===== src/rtl/ps2_field_entry.sv =====
// PS/2 numeric-entry controller: function keys select one of NUM_FIELDS fields, decimal
// digits are edited in a BCD buffer, converted serially to binary, clamped and committed.
module ps2_field_entry #(
    parameter int NUM_FIELDS = 3,
    parameter int DIGITS     = 3,
    parameter int VAL_W      = 10,
    parameter int MIN_VAL    = 0,
    parameter int MAX_VAL    = 300,
    parameter int PULSE_DIV  = 12_500_000
) (
    input  logic                        CLOCK_50,
    input  logic                        reset,
    input  logic [7:0]                  data,
    input  logic                        data_en,
    output logic [NUM_FIELDS*VAL_W-1:0] values,
    output logic [NUM_FIELDS-1:0]       commit,
    output logic                        editing,
    output logic [1:0]                  sel,
    output logic [DIGITS*4-1:0]         digits_bcd,
    output logic [NUM_FIELDS-1:0]       led
);
    localparam int BUF_W = DIGITS * 4;
    localparam int DIV_W = (PULSE_DIV > 1) ? $clog2(PULSE_DIV) : 1;

    localparam logic [7:0] KEY_ENTER = 8'h5A;
    localparam logic [7:0] KEY_ESC   = 8'h76;
    localparam logic [7:0] KEY_BKSP  = 8'h66;
    localparam logic [7:0] KEY_BRK   = 8'hF0;
    localparam logic [7:0] KEY_EXT   = 8'hE0;

    typedef enum logic [1:0] {IDLE, EDIT, CONVERT, COMMIT} state_t;

    state_t             state_reg, state_next;
    logic [1:0]         sel_reg, sel_next;
    logic [BUF_W-1:0]   buf_reg, buf_next;
    logic [2:0]         cnt_reg, cnt_next;
    logic [BUF_W-1:0]   acc_reg, acc_next;
    logic [1:0]         idx_reg, idx_next;
    logic               brk_reg, brk_next;
    logic               ext_reg, ext_next;
    logic [DIV_W-1:0]   div_reg, div_next;
    logic               blink_reg, blink_next;
    logic [VAL_W-1:0]   values_reg [NUM_FIELDS];
    logic [NUM_FIELDS-1:0] led_reg;

    // Returns {hit, value} for a set-2 digit make code.
    function automatic logic [4:0] digit_of(input logic [7:0] code);
        case (code)
            8'h45:   return 5'h10;
            8'h16:   return 5'h11;
            8'h1E:   return 5'h12;
            8'h26:   return 5'h13;
            8'h25:   return 5'h14;
            8'h2E:   return 5'h15;
            8'h36:   return 5'h16;
            8'h3D:   return 5'h17;
            8'h3E:   return 5'h18;
            8'h46:   return 5'h19;
            default: return 5'h00;
        endcase
    endfunction

    // Returns {hit, field index} for F1..F4.
    function automatic logic [2:0] fkey_of(input logic [7:0] code);
        case (code)
            8'h05:   return 3'b100;
            8'h06:   return 3'b101;
            8'h04:   return 3'b110;
            8'h0C:   return 3'b111;
            default: return 3'b000;
        endcase
    endfunction

    // Prefix filtering; bytes outside IDLE/EDIT never reach the key decoder or the flags.
    logic       key_valid;
    logic [7:0] key_code;
    always_comb begin
        brk_next  = brk_reg;
        ext_next  = ext_reg;
        key_valid = 1'b0;
        key_code  = data;
        if (data_en && (state_reg == IDLE || state_reg == EDIT)) begin
            if (brk_reg) begin
                brk_next = 1'b0;
                ext_next = 1'b0;
            end else if (data == KEY_BRK) begin
                brk_next = 1'b1;
            end else if (data == KEY_EXT) begin
                ext_next = 1'b1;
            end else if (ext_reg) begin
                ext_next  = 1'b0;
                key_valid = (data == KEY_ENTER);
            end else begin
                key_valid = 1'b1;
            end
        end
    end

    logic [4:0] dig;
    logic [2:0] fk;
    logic       fkey_ok;
    logic       digit_ok;
    assign dig      = digit_of(key_code);
    assign fk       = fkey_of(key_code);
    assign fkey_ok  = key_valid && fk[2] && (int'(fk[1:0]) < NUM_FIELDS);
    assign digit_ok = key_valid && dig[4];

    // Serial conversion step, MSD first.
    logic [3:0]       cur_digit;
    logic [BUF_W-1:0] acc_step;
    int               acc_int;
    logic [VAL_W-1:0] clamped;
    logic             commit_we;
    assign cur_digit = 4'(buf_reg >> {idx_reg, 2'b00});
    assign acc_step  = BUF_W'(acc_reg * BUF_W'(10)) + BUF_W'(cur_digit);
    assign acc_int   = int'(acc_step);
    assign commit_we = (state_reg == CONVERT) && (idx_reg == 2'd0);

    always_comb begin
        if (acc_int > MAX_VAL)
            clamped = VAL_W'(MAX_VAL);
        else if (acc_int < MIN_VAL)
            clamped = VAL_W'(MIN_VAL);
        else
            clamped = VAL_W'(acc_step);
    end

    always_comb begin
        state_next = state_reg;
        sel_next   = sel_reg;
        buf_next   = buf_reg;
        cnt_next   = cnt_reg;
        acc_next   = acc_reg;
        idx_next   = idx_reg;
        case (state_reg)
            IDLE: begin
                if (fkey_ok) begin
                    state_next = EDIT;
                    sel_next   = fk[1:0];
                    buf_next   = '0;
                    cnt_next   = '0;
                end
            end
            EDIT: begin
                if (fkey_ok) begin
                    sel_next = fk[1:0];
                    buf_next = '0;
                    cnt_next = '0;
                end else if (digit_ok) begin
                    if (int'(cnt_reg) < DIGITS) begin
                        buf_next = BUF_W'({buf_reg, dig[3:0]});
                        cnt_next = cnt_reg + 3'd1;
                    end
                end else if (key_valid && key_code == KEY_BKSP) begin
                    if (cnt_reg != 3'd0) begin
                        buf_next = buf_reg >> 4;
                        cnt_next = cnt_reg - 3'd1;
                    end
                end else if (key_valid && key_code == KEY_ESC) begin
                    state_next = IDLE;
                end else if (key_valid && key_code == KEY_ENTER) begin
                    if (cnt_reg == 3'd0) begin
                        state_next = IDLE;
                    end else begin
                        state_next = CONVERT;
                        acc_next   = '0;
                        idx_next   = 2'(DIGITS - 1);
                    end
                end
            end
            CONVERT: begin
                acc_next = acc_step;
                if (idx_reg == 2'd0)
                    state_next = COMMIT;
                else
                    idx_next = idx_reg - 2'd1;
            end
            COMMIT: state_next = IDLE;
            default: state_next = IDLE;
        endcase
    end

    always_comb begin
        div_next   = div_reg + 1'b1;
        blink_next = blink_reg;
        if (div_reg == DIV_W'(PULSE_DIV - 1)) begin
            div_next   = '0;
            blink_next = ~blink_reg;
        end
    end

    always_ff @(posedge CLOCK_50 or posedge reset) begin
        if (reset) begin
            state_reg <= IDLE;
            sel_reg   <= '0;
            buf_reg   <= '0;
            cnt_reg   <= '0;
            acc_reg   <= '0;
            idx_reg   <= '0;
            brk_reg   <= 1'b0;
            ext_reg   <= 1'b0;
            div_reg   <= '0;
            blink_reg <= 1'b0;
        end else begin
            state_reg <= state_next;
            sel_reg   <= sel_next;
            buf_reg   <= buf_next;
            cnt_reg   <= cnt_next;
            acc_reg   <= acc_next;
            idx_reg   <= idx_next;
            brk_reg   <= brk_next;
            ext_reg   <= ext_next;
            div_reg   <= div_next;
            blink_reg <= blink_next;
        end
    end

    // Per-field value register, status LED and commit pulse.
    // The value is written on the edge entering COMMIT so it lines up with the pulse.
    generate
        for (genvar gi = 0; gi < NUM_FIELDS; gi++) begin : g_field
            always_ff @(posedge CLOCK_50 or posedge reset) begin
                if (reset) begin
                    values_reg[gi] <= VAL_W'(MIN_VAL);
                    led_reg[gi]    <= 1'b0;
                end else begin
                    if (commit_we && sel_reg == 2'(gi))
                        values_reg[gi] <= clamped;
                    if (state_next != IDLE && sel_next == 2'(gi))
                        led_reg[gi] <= blink_next;
                    else
                        led_reg[gi] <= 1'b1;
                end
            end
            assign values[gi*VAL_W +: VAL_W] = values_reg[gi];
            assign commit[gi] = (state_reg == COMMIT) && (sel_reg == 2'(gi));
        end
    endgenerate

    assign editing    = (state_reg != IDLE);
    assign sel        = sel_reg;
    assign digits_bcd = buf_reg;
    assign led        = led_reg;

endmodule


===== config.mk =====
export PLATFORM = sky130hd
export DESIGN_NAME = ps2_field_entry
export DESIGN_NICKNAME = d
export VERILOG_FILES = /design/src/rtl/ps2_field_entry.sv
export SDC_FILE = /design/constraint.sdc
export NUM_CORES = 1
export LEC_CHECK = 0
export CAP_MARGIN = 5
export CORE_UTILIZATION = 50
export DETAILED_ROUTE_END_ITERATION = 10
export GPL_ROUTABILITY_DRIVEN = 0
export PLACE_DENSITY_LB_ADDON = 0.1
export REMOVE_ABC_BUFFERS = 1
export SLEW_MARGIN = 20
export SYNTH_ARGS = -nofsm -noshare
export SYNTH_HDL_FRONTEND = slang
export SYNTH_SLANG_ARGS = --single-unit
export TNS_END_PERCENT = 20

===== constraint.sdc =====
create_clock -name CLOCK_50 -period 4.55 [get_ports CLOCK_50]
set_clock_uncertainty 0.2 [all_clocks]
set_input_delay 1.1375 -clock CLOCK_50 [delete_from_list [all_inputs] [get_ports CLOCK_50]]
set_output_delay 1.1375 -clock CLOCK_50 [all_outputs]
set_load 0.02 [all_outputs]

==> flow_metrics.py, run 1 <==
metrics = {
    "outcome": {
        "status": "completed",
    },
    "synthesis": {
        "synth-edff-count": 0,
        "yosysWarningCount": 0,
        "netlist_top_cells_area": "dfrtp_1, nand2_1, ha_1, nor2_1, xnor2_1",
        "ys_async_sr_fraction_pct": 100,
        "syn-cell-area_um2": 5200,
        "synth_top_area_share_pct": 44.3,
        "yosys.area.top_type": "dfrtp_1",
        "synth_commonest_cells": "dfrtp_1, nand2_1, nor2_1, xnor2_1, ha_1",
        "yosysSeqAreaShare_pct": 44.3,
        "synthCells": 543,
        "synth_cell_types": 69,
        "synthFlopType": "dfrtp_1",
        "ys_seq_elements": 92,
        "yosysMostFrequentCell": "dfrtp_1",
        "avgSynthCellArea_um2": 9.57,
    },
    "routing": {
        "wl_um": 11800,
        "wl_met1_um": 5460,
        "drt-initial-drc-count": 163,
        "wl_per_cell_um": 15.9,
        "wl_met2_um": 5710,
        "drc": 0,
        "drtPass1Iterations": 4,
        "routed_via_density": 5.64,
        "num_vias": 4195,
        "dr_wl_met3_um": 492,
        "ant_nets": 0,
        "top_layer": "met4",
    },
    "clock_tree": {
        "cts_buffers": 9,
        "post_cts_buffers": 0,
        "clk_path_buf_depth": 2,
        "cts_hold_buf": 0,
        "htreeDepth": 3,
        "cts.sinks": 92,
        "path_clk_slew_ps": 90,
        "cts-root-buf": "clkbuf_8",
        "clk_latency_ps": 360,
        "cts_tree": "built",
        "cts_resized": 0,
    },
    "power": {
        "power_frac_clock_pct": 33.1,
        "peakVddDrop_mv": 0.212,
        "pwr-share-comb_pct": 15.5,
        "leakage_nw": 2.65,
        "seq_power_share_pct": 51.4,
        "p_switching_mw": 0.463,
        "power.internal_mw": 1.22,
        "swShare_pct": 27.6,
        "power.total_mw": 1.68,
        "p_per_area_nw_per_um2": 272,
    },
    "grt": {
        "grt_pass1_wl_um": 20100,
        "antenna_found_initial": 0,
        "grt_usage_pct": 22.9,
        "grt_pass1_vias": 4140,
        "grt_max_degree": 53,
        "grt_overflow": 0,
    },
    "final_layout": {
        "area_growth_pct": 18.8,
        "stdcell_count": 744,
        "finalNetCount": 641,
        "largest_reg_flops": 30,
        "antenna_cells": 0,
        "drive_gt1_share_pct": 8.67,
    },
    "setup_path": {
        "critPathMaxFanout": 12,
        "worstReg2RegEnd": "values[10]",
        "r2r_cells": 10,
        "reg2reg_slack_ps": 970,
        "critPathLaunchType": "input port",
        "crit_start": "data[5]",
        "timing.rr.start": "acc_reg[1]",
        "critPathKind": "in -> reg",
        "end_kind": "flip-flop",
        "cp_data_arrival_time_ps": 3990,
        "crit_end": "cnt_reg[2]",
        "crit_required_ps": 4640,
    },
    "die": {
        "io_pins": 62,
        "placementRows": 36,
        "initial_utilization_pct": 52.4,
        "die_w_um": 104,
        "core-area_um2": 9910,
        "die_area_um2": 10800,
        "die_h_um": 104,
    },
    "placed_design": {
        "pre_cts_ws_ps": 294,
        "port_buffers": 61,
        "dp_cells": 729,
        "dp_hpwl_um": 8650,
    },
    "timing": {
        "fin_setup_tns_ps": 0,
        "fin_ws_ps": 643,
        "min_period_ps": 3910,
        "fin_crit_sh_pct": 85.9,
        "slew_headroom_pct": 39.8,
        "rsz0062_at_grt": "false",
        "setup_violations": 0,
        "worst_pin_slew_ps": 903,
        "drv_slew": 0,
        "max_freq_ghz": 0.256,
        "finalHoldViolCount": 0,
    },
    "flow_run": {
        "drv_cap": 0,
    },
    "worst_hold_path": {
        "hp-class": "reg -> reg",
        "min_from": "blink_reg",
    },
}
## worst min path at each step
stage,to,depth (start not counted)
global route,blink_reg,1
finish,blink_reg,1
CTS,blink_reg,1
global placement,blink_reg,1
floorplan,blink_reg,1
detailed placement,blink_reg,1
## cell families after synthesis
kind of cell / synth area share, %
xor+xnor: 6.57
fa+ha+maj: 5.97
buf+inv: 2.70
flops: 44.3
compound gates: 14.0
simple gates: 22.6
mux: 3.90
## cells in the final DEF, fill, tap and decap left out, drive strengths merged, types with 3 or more instances in the layout
cell / instances
a211oi: 4
a21o: 4
a21oi: 19
a31oi: 7
a41oi: 6
and2: 7
and3: 7
buf: 12
clkbuf: 10
clkdlybuf4s50: 61
clkinv: 3
dfrtp: 92
fa: 3
ha: 20
inv: 14
mux2: 10
mux2i: 9
nand2: 78
nand2b: 12
nand3: 14
nand4: 8
nor2: 53
nor2b: 9
nor3: 8
nor3b: 7
nor4b: 4
o21a: 3
o21ai: 22
o21bai: 3
o22ai: 8
o31ai: 9
o41ai: 6
or2: 4
or3: 4
xnor2: 22
xor2: 17
## through the flow
stage	util (%)	area, um^2	hold WS (ps)
2_1_floorplan	-	5110	236
3_3_place_gp	60.3	5980	249
3_5_place_dp	60.3	5980	256
4_1_cts	62.3	6180	270
5_1_grt	62.3	6180	276
6_report	62.3	6180	269
## final cells by class
cell class                      instances  area [um^2]
Clock buffer                           10          138
Inverter                               14         53.8
Multi-Input combinational cell        417         2760
Fill cell                             857         3730
Timing Repair Buffer                   73          701
Clock inverter                          5         60.1
Tap cell                              133          166
Sequential cell                        92         2300
## critical path: stages
cell             delay, ps
clkdlybuf4s50_1        550
or4bb_1                600
o21ai_1                210
and2_1                 220
o21a_1                 170
inv_2                  120
fa_1                   390
xnor2_1                140
or3_1                  300
a21oi_1                140
## power groups by stage
stage / Sequential [mW] / Clock [mW] / Combinational (mW)
2_1_floorplan: 0.889 / 0 / 0.149
3_3_place_gp: 0.878 / 0 / 0.256
3_5_place_dp: 0.878 / 0 / 0.260
4_1_cts: 0.863 / 0.566 / 0.262
5_1_grt: 0.866 / 0.605 / 0.286
6_report: 0.863 / 0.555 / 0.261
## layer usage
| metal | global-route usage, % | vias to the layer above |
|---|---|---|
| met5 | 0 | - |
| met2 | 37.3 | 96 |
| met4 | 5.82 | 0 |
| met3 | 4.26 | 9 |
| li1 | - | 2053 |
| met1 | 31.4 | 2037 |
(Power assumes the default switching activity.)
==> inputs of run 2 (changes only) <==
Settings changed: ABC_AREA set to 1.
==> run 2 against run 1 <==
Effect of this change: core utilization decreased by 1.3 points; register-to-register slack gained 30 ps; routed wire length rose by 15%; non-clock buffer count is 7 lower; total power grew 79%; critical endpoint unchanged; largest cell class unchanged; largest power group is now combinational cells; highest routed layer unchanged.
==> flow_metrics.py, run 2 <==
metrics = {
    "die": {
        "initial_utilization_pct": 51.6,
        "io_pins": 62,
        "core-area_um2": 10900,
        "die_w_um": 108,
        "die_area_um2": 11700,
        "die_h_um": 108,
        "placementRows": 38,
    },
    "timing": {
        "finalHoldViolCount": 0,
        "fin_ws_ps": 854,
        "slew_headroom_pct": 29.8,
        "min_period_ps": 3700,
        "fin_setup_tns_ps": 0,
        "worst_pin_slew_ps": 1040,
        "setup_violations": 0,
        "drv_slew": 0,
        "rsz0062_at_grt": "false",
        "max_freq_ghz": 0.271,
        "fin_crit_sh_pct": 81.2,
    },
    "synthesis": {
        "ys_seq_elements": 92,
        "synthCells": 778,
        "synth_cell_types": 38,
        "yosysSeqAreaShare_pct": 40.8,
        "yosys.area.top_type": "dfrtp_1",
        "yosysWarningCount": 0,
        "synth_top_area_share_pct": 40.8,
        "ys_async_sr_fraction_pct": 100,
        "syn-cell-area_um2": 5650,
        "synthFlopType": "dfrtp_1",
        "netlist_top_cells_area": "dfrtp_1, nand2_1, nand3_1, inv_1, nor2_1",
        "avgSynthCellArea_um2": 7.26,
        "synth_commonest_cells": "nand2_1, dfrtp_1, inv_1, nor2_1, nand3_1",
        "synth-edff-count": 0,
        "yosysMostFrequentCell": "nand2_1",
    },
    "power": {
        "peakVddDrop_mv": 0.298,
        "leakage_nw": 3.40,
        "p_per_area_nw_per_um2": 451,
    },
    "routing": {
        "drtPass1Iterations": 4,
        "num_vias": 5252,
        "wl_per_cell_um": 13.8,
        "drt-initial-drc-count": 334,
        "routed_via_density": 5.34,
        "drc": 0,
        "ant_nets": 0,
        "wl_um": 13600,
    },
    "clock_tree": {
        "cts_buffers": 9,
        "path_clk_slew_ps": 60,
        "cts.sinks": 92,
        "cts_tree": "built",
        "htreeDepth": 3,
        "cts_hold_buf": 0,
        "clk_path_buf_depth": 2,
        "cts_resized": 0,
        "cts-root-buf": "clkbuf_16",
        "clk_latency_ps": 350,
        "post_cts_buffers": 0,
    },
    "grt": {
        "antenna_found_initial": 0,
        "grt_usage_pct": 25.1,
        "grt_overflow": 0,
        "grt_max_degree": 38,
        "grt_pass1_wl_um": 23100,
        "grt_pass1_vias": 4882,
    },
    "final_layout": {
        "drive_gt1_share_pct": 5.57,
        "mostFrequentLayoutCell": "nand2_1",
        "stdcell_count": 984,
        "nFillCells": 996,
        "finalNetCount": 875,
        "largest_reg_flops": 30,
        "final_cell_mix": "nand2_1, dfrtp_1, inv_1",
        "area_growth_pct": 18.1,
        "final_util_pct": 61.0,
        "antenna_cells": 0,
    },
    "worst_hold_path": {
        "hold_depth": 1,
        "min_from": "div_reg[0]",
        "holdPathEnd": "div_reg[0]",
        "hp-class": "reg -> reg",
    },
    "placed_design": {
        "port_buffers": 61,
        "pre_cts_ws_ps": 568,
        "dp_cells": 970,
        "dp_hpwl_um": 10300,
    },
    "setup_path": {
        "cp_data_arrival_time_ps": 3780,
        "r2r_cells": 16,
        "critPathKind": "in -> reg",
        "crit_required_ps": 4640,
        "cp_slowest_cell": "clkdlybuf4s50_1",
        "worstReg2RegEnd": "values[28]",
        "critPathMaxFanout": 14,
        "reg2reg_slack_ps": 1000,
        "cp_slowest_stage_delay_ps": 580,
        "timing.rr.start": "acc_reg[1]",
        "path_common_cell": "nand2_1",
        "cp_cell_sequence": "clkdlybuf4s50_1 -> inv_2 -> nor2_4 -> nand3_1 -> a21oi_1 -> nor2_2 -> nand3_4 -> nand2_4 -> fa_1 -> xnor2_1 -> inv_1 -> nand2_1 -> nand2_1 -> nor2_1 -> nand3_1 -> nand2_1",
        "critPathLaunchType": "input port",
        "end_kind": "flip-flop",
    },
    "outcome": {
        "status": "completed",
    },
    "flow_run": {
        "drv_cap": 0,
    },
}
==> run 2: cell count changes in the layout (fill, tap and decap cells not counted), moves of 10 or more <==
cell	previous run	this run
xnor2_1	22	5
xor2_1	17	7
inv_1	12	88
nand3_1	14	72
nand4_1	8	28
nand2_1	77	250
mux2_2	10	0
nor2_1	52	75
nand2b_1	12	0
==> run 2: worst max-delay path by stage <==
stage	from	end	slack, ps	cells after the start
global route	idx_reg[0]	values[25]	620	17
CTS	data[2]	cnt_reg[2]	910	17
floorplan	reset	acc_reg[0]	820	1
detailed placement	data[6]	cnt_reg[2]	570	16
global placement	data[6]	cnt_reg[2]	670	16
finish	data[2]	cnt_reg[2]	850	16
==> run 2: layout make-up <==
class                           instances  area (um^2)  area share, %
Tap cell                              140          175           2.63
Sequential cell                        92         2300           34.5
Inverter                              100          377           5.65
Clock inverter                          4         51.3          0.769
Timing Repair Buffer                   66          648           9.72
Clock buffer                           10          239           3.58
Multi-Input combinational cell        572         2880           43.1
==> run 2: per-layer routing <==
layer | GRT usage [%] | vias to the layer above | part of all wire [%]
li1 | - | 2640 | -
met1 | 33.4 | 2462 | 46
met2 | 41.3 | 129 | 48
met3 | 4.70 | 21 | 4.5
met4 | 8.40 | 0 | 1.6
met5 | 0 | - | 0
==> run 2: kinds of logic after synthesis <==
group / synth area share (%)
buf+inv: 8.29
xor+xnor: 1.86
fa+ha+maj: 5.50
simple gates: 37.0
flops: 40.8
compound gates: 6.63
==> run 2: critical path: cells and delay by family <==
family	cells	cell delay, ps
and+or+nand+nor	10	1000
AOI/OAI and AO/OA	1	260
buffers and inverters	3	740
xor gates and xnor gates	1	220
adders and majority gates	1	410
==> run 2: metrics by stage <==
stage	hold WS, ps	area, um^2	total power, mW
global placement	246	6380	2.24
finish	276	6670	3.01
detailed placement	265	6380	2.27
global route	301	6670	3.22
CTS	281	6670	3.01
floorplan	233	5550	1.87
==> run 2: power breakdown <==
| group | switching [mW] | internal (mW) |
|---|---|---|
| registers | 0.0928 | 0.920 |
| clock network | 0.311 | 0.434 |
| logic | 0.847 | 0.403 |
| total | 1.25 | 1.76 |
==> inputs of run 3 (changes only) <==
Clock period 4.55 ns to 3.8 ns, I/O delays scaled along.
==> run 3 against run 2 <==
Effect of this change: critical path depth increased by 1; first-iteration DRC count decreased by 16%; critical path type is now reg -> reg; global-route usage about the same; total power increased by 22%; highest routed layer unchanged; register-to-register slack got worse by 690 ps; hold slack got worse by 14 ps.
==> flow_metrics.py, run 3 (synthesis results as in run 2) <==
metrics = {
    "outcome": {
        "status": "completed",
    },
    "final_layout": {
        "multiInputGateArea_um2": 2880,
        "final_cell_mix": "nand2_1, dfrtp_1, inv_1",
        "antenna_cells": 0,
        "finalNetCount": 884,
        "ff_latch_area_um2": 2300,
        "drive_gt1_share_pct": 6.67,
        "mostFrequentLayoutCell": "nand2_1",
        "largest_reg_flops": 30,
        "area_growth_pct": 19.7,
        "final_area_um2": 6760,
        "nFillCells": 1027,
    },
    "clock_tree": {
        "cts.sinks": 92,
        "cts_hold_buf": 0,
        "cts_tree": "built",
        "cts-root-buf": "clkbuf_16",
        "clk_path_buf_depth": 2,
        "htreeDepth": 3,
        "clk_latency_ps": 350,
        "cts_resized": 0,
        "post_cts_buffers": 0,
        "cts_buffers": 9,
        "path_clk_slew_ps": 70,
    },
    "grt": {
        "grt_pass1_wl_um": 23000,
        "use_met3_pct": 5.18,
        "busiest_layer": "met2",
        "grtUsageMet1_pct": 32.2,
        "grt_usage_pct": 25.1,
        "grt_overflow": 0,
        "grt_max_degree": 60,
        "antenna_found_initial": 0,
        "grtUsageMet2_pct": 41.9,
        "grt_pass1_vias": 5039,
    },
    "routing": {
        "routed_via_density": 5.30,
        "num_vias": 5269,
        "ant_nets": 0,
        "drc": 0,
        "wl_um": 13800,
        "drt-initial-drc-count": 279,
        "drtPass1Iterations": 5,
        "wl_per_cell_um": 13.9,
    },
    "timing": {
        "fin_crit_sh_pct": 91.9,
        "slew_headroom_pct": 59.9,
        "finalHoldViolCount": 0,
        "fin_setup_tns_ps": 0,
        "fin_ws_ps": 308,
        "max_freq_ghz": 0.286,
        "hold_ws_ps": 262,
        "rsz0062_at_grt": "false",
        "worst_pin_slew_ps": 601,
        "setup_violations": 0,
        "drv_slew": 0,
        "min_period_ps": 3490,
    },
    "placed_design": {
        "placed_area_um2": 6460,
        "port_buffers": 61,
        "dp_hpwl_um": 10400,
        "pre_cts_ws_ps": 155,
    },
    "setup_path": {
        "critPathMaxFanout": 14,
        "critPathKind": "reg -> reg",
        "crit_required_ps": 3830,
        "critPathLaunchType": "flip-flop",
        "reg2reg_slack_ps": 310,
        "cp_data_arrival_time_ps": 3520,
        "end_kind": "flip-flop",
    },
    "die": {
        "io_pins": 62,
        "die_h_um": 108,
        "placementRows": 38,
        "core-area_um2": 10900,
        "initial_utilization_pct": 51.6,
        "die_w_um": 108,
        "die_area_um2": 11700,
    },
    "power": {
        "power.total_mw": 3.67,
        "p_per_area_nw_per_um2": 543,
        "peakVddDrop_mv": 0.280,
        "leakage_nw": 3.45,
    },
    "worst_hold_path": {
        "hp-class": "reg -> reg",
    },
    "flow_run": {
        "drv_cap": 0,
    },
}
run 3: layout make-up:
cell class / count / area share, %
Clock buffer: 11 / 3.59
Tap cell: 140 / 2.59
Multi-Input combinational cell: 572 / 42.5
Sequential cell: 92 / 34.0
Clock inverter: 5 / 0.888
Timing Repair Buffer: 75 / 10.8
Inverter: 100 / 5.57
run 3: worst max-delay path, cell delays in order (launching register included):
cell	delay (ps)
dfrtp_1	400
inv_1	270
nand2_1	130
o21ai_0	450
fa_1	310
nand2_1	90
nand2_1	90
nand2_1	50
nor2_1	150
nand3_1	120
nor2_1	150
nand2_1	70
nand2_1	80
nand3_1	120
nor2_4	300
nand3_1	240
nand2_1	110
nand2_1	50
run 3: stage by stage:
step                      std cells  utilization [%]
after global routing            995             61.8
after CTS                       995             61.8
after detailed placement        979             59.1
final                           995             61.8
after floorplan                 764                -
after global placement          979             59.1
run 3: power by group:
| group | internal [mW] | switching (mW) |
|---|---|---|
| registers | 1.10 | 0.109 |
| clock network | 0.530 | 0.382 |
| logic | 0.527 | 1.02 |
| total | 2.16 | 1.51 |
run 3: worst paths after layout:
kind | start | end | cells past startpoint
max in group asynchronous | reset | digits_bcd[5] | 3
hold reg to reg | div_reg[0] | div_reg[0] | 1
hold / removal | div_reg[0] | div_reg[0] | 1
setup reg to reg | idx_reg[0] | values[18] | 17
min in group asynchronous | reset | values[16] | 2
setup / recovery | idx_reg[0] | values[18] | 17
run 3: layer usage:
metal,vias up,wire length [um]
li1,2661,-
met1,2445,6230
met2,138,6610
met3,25,672
met4,0,279
met5,-,0
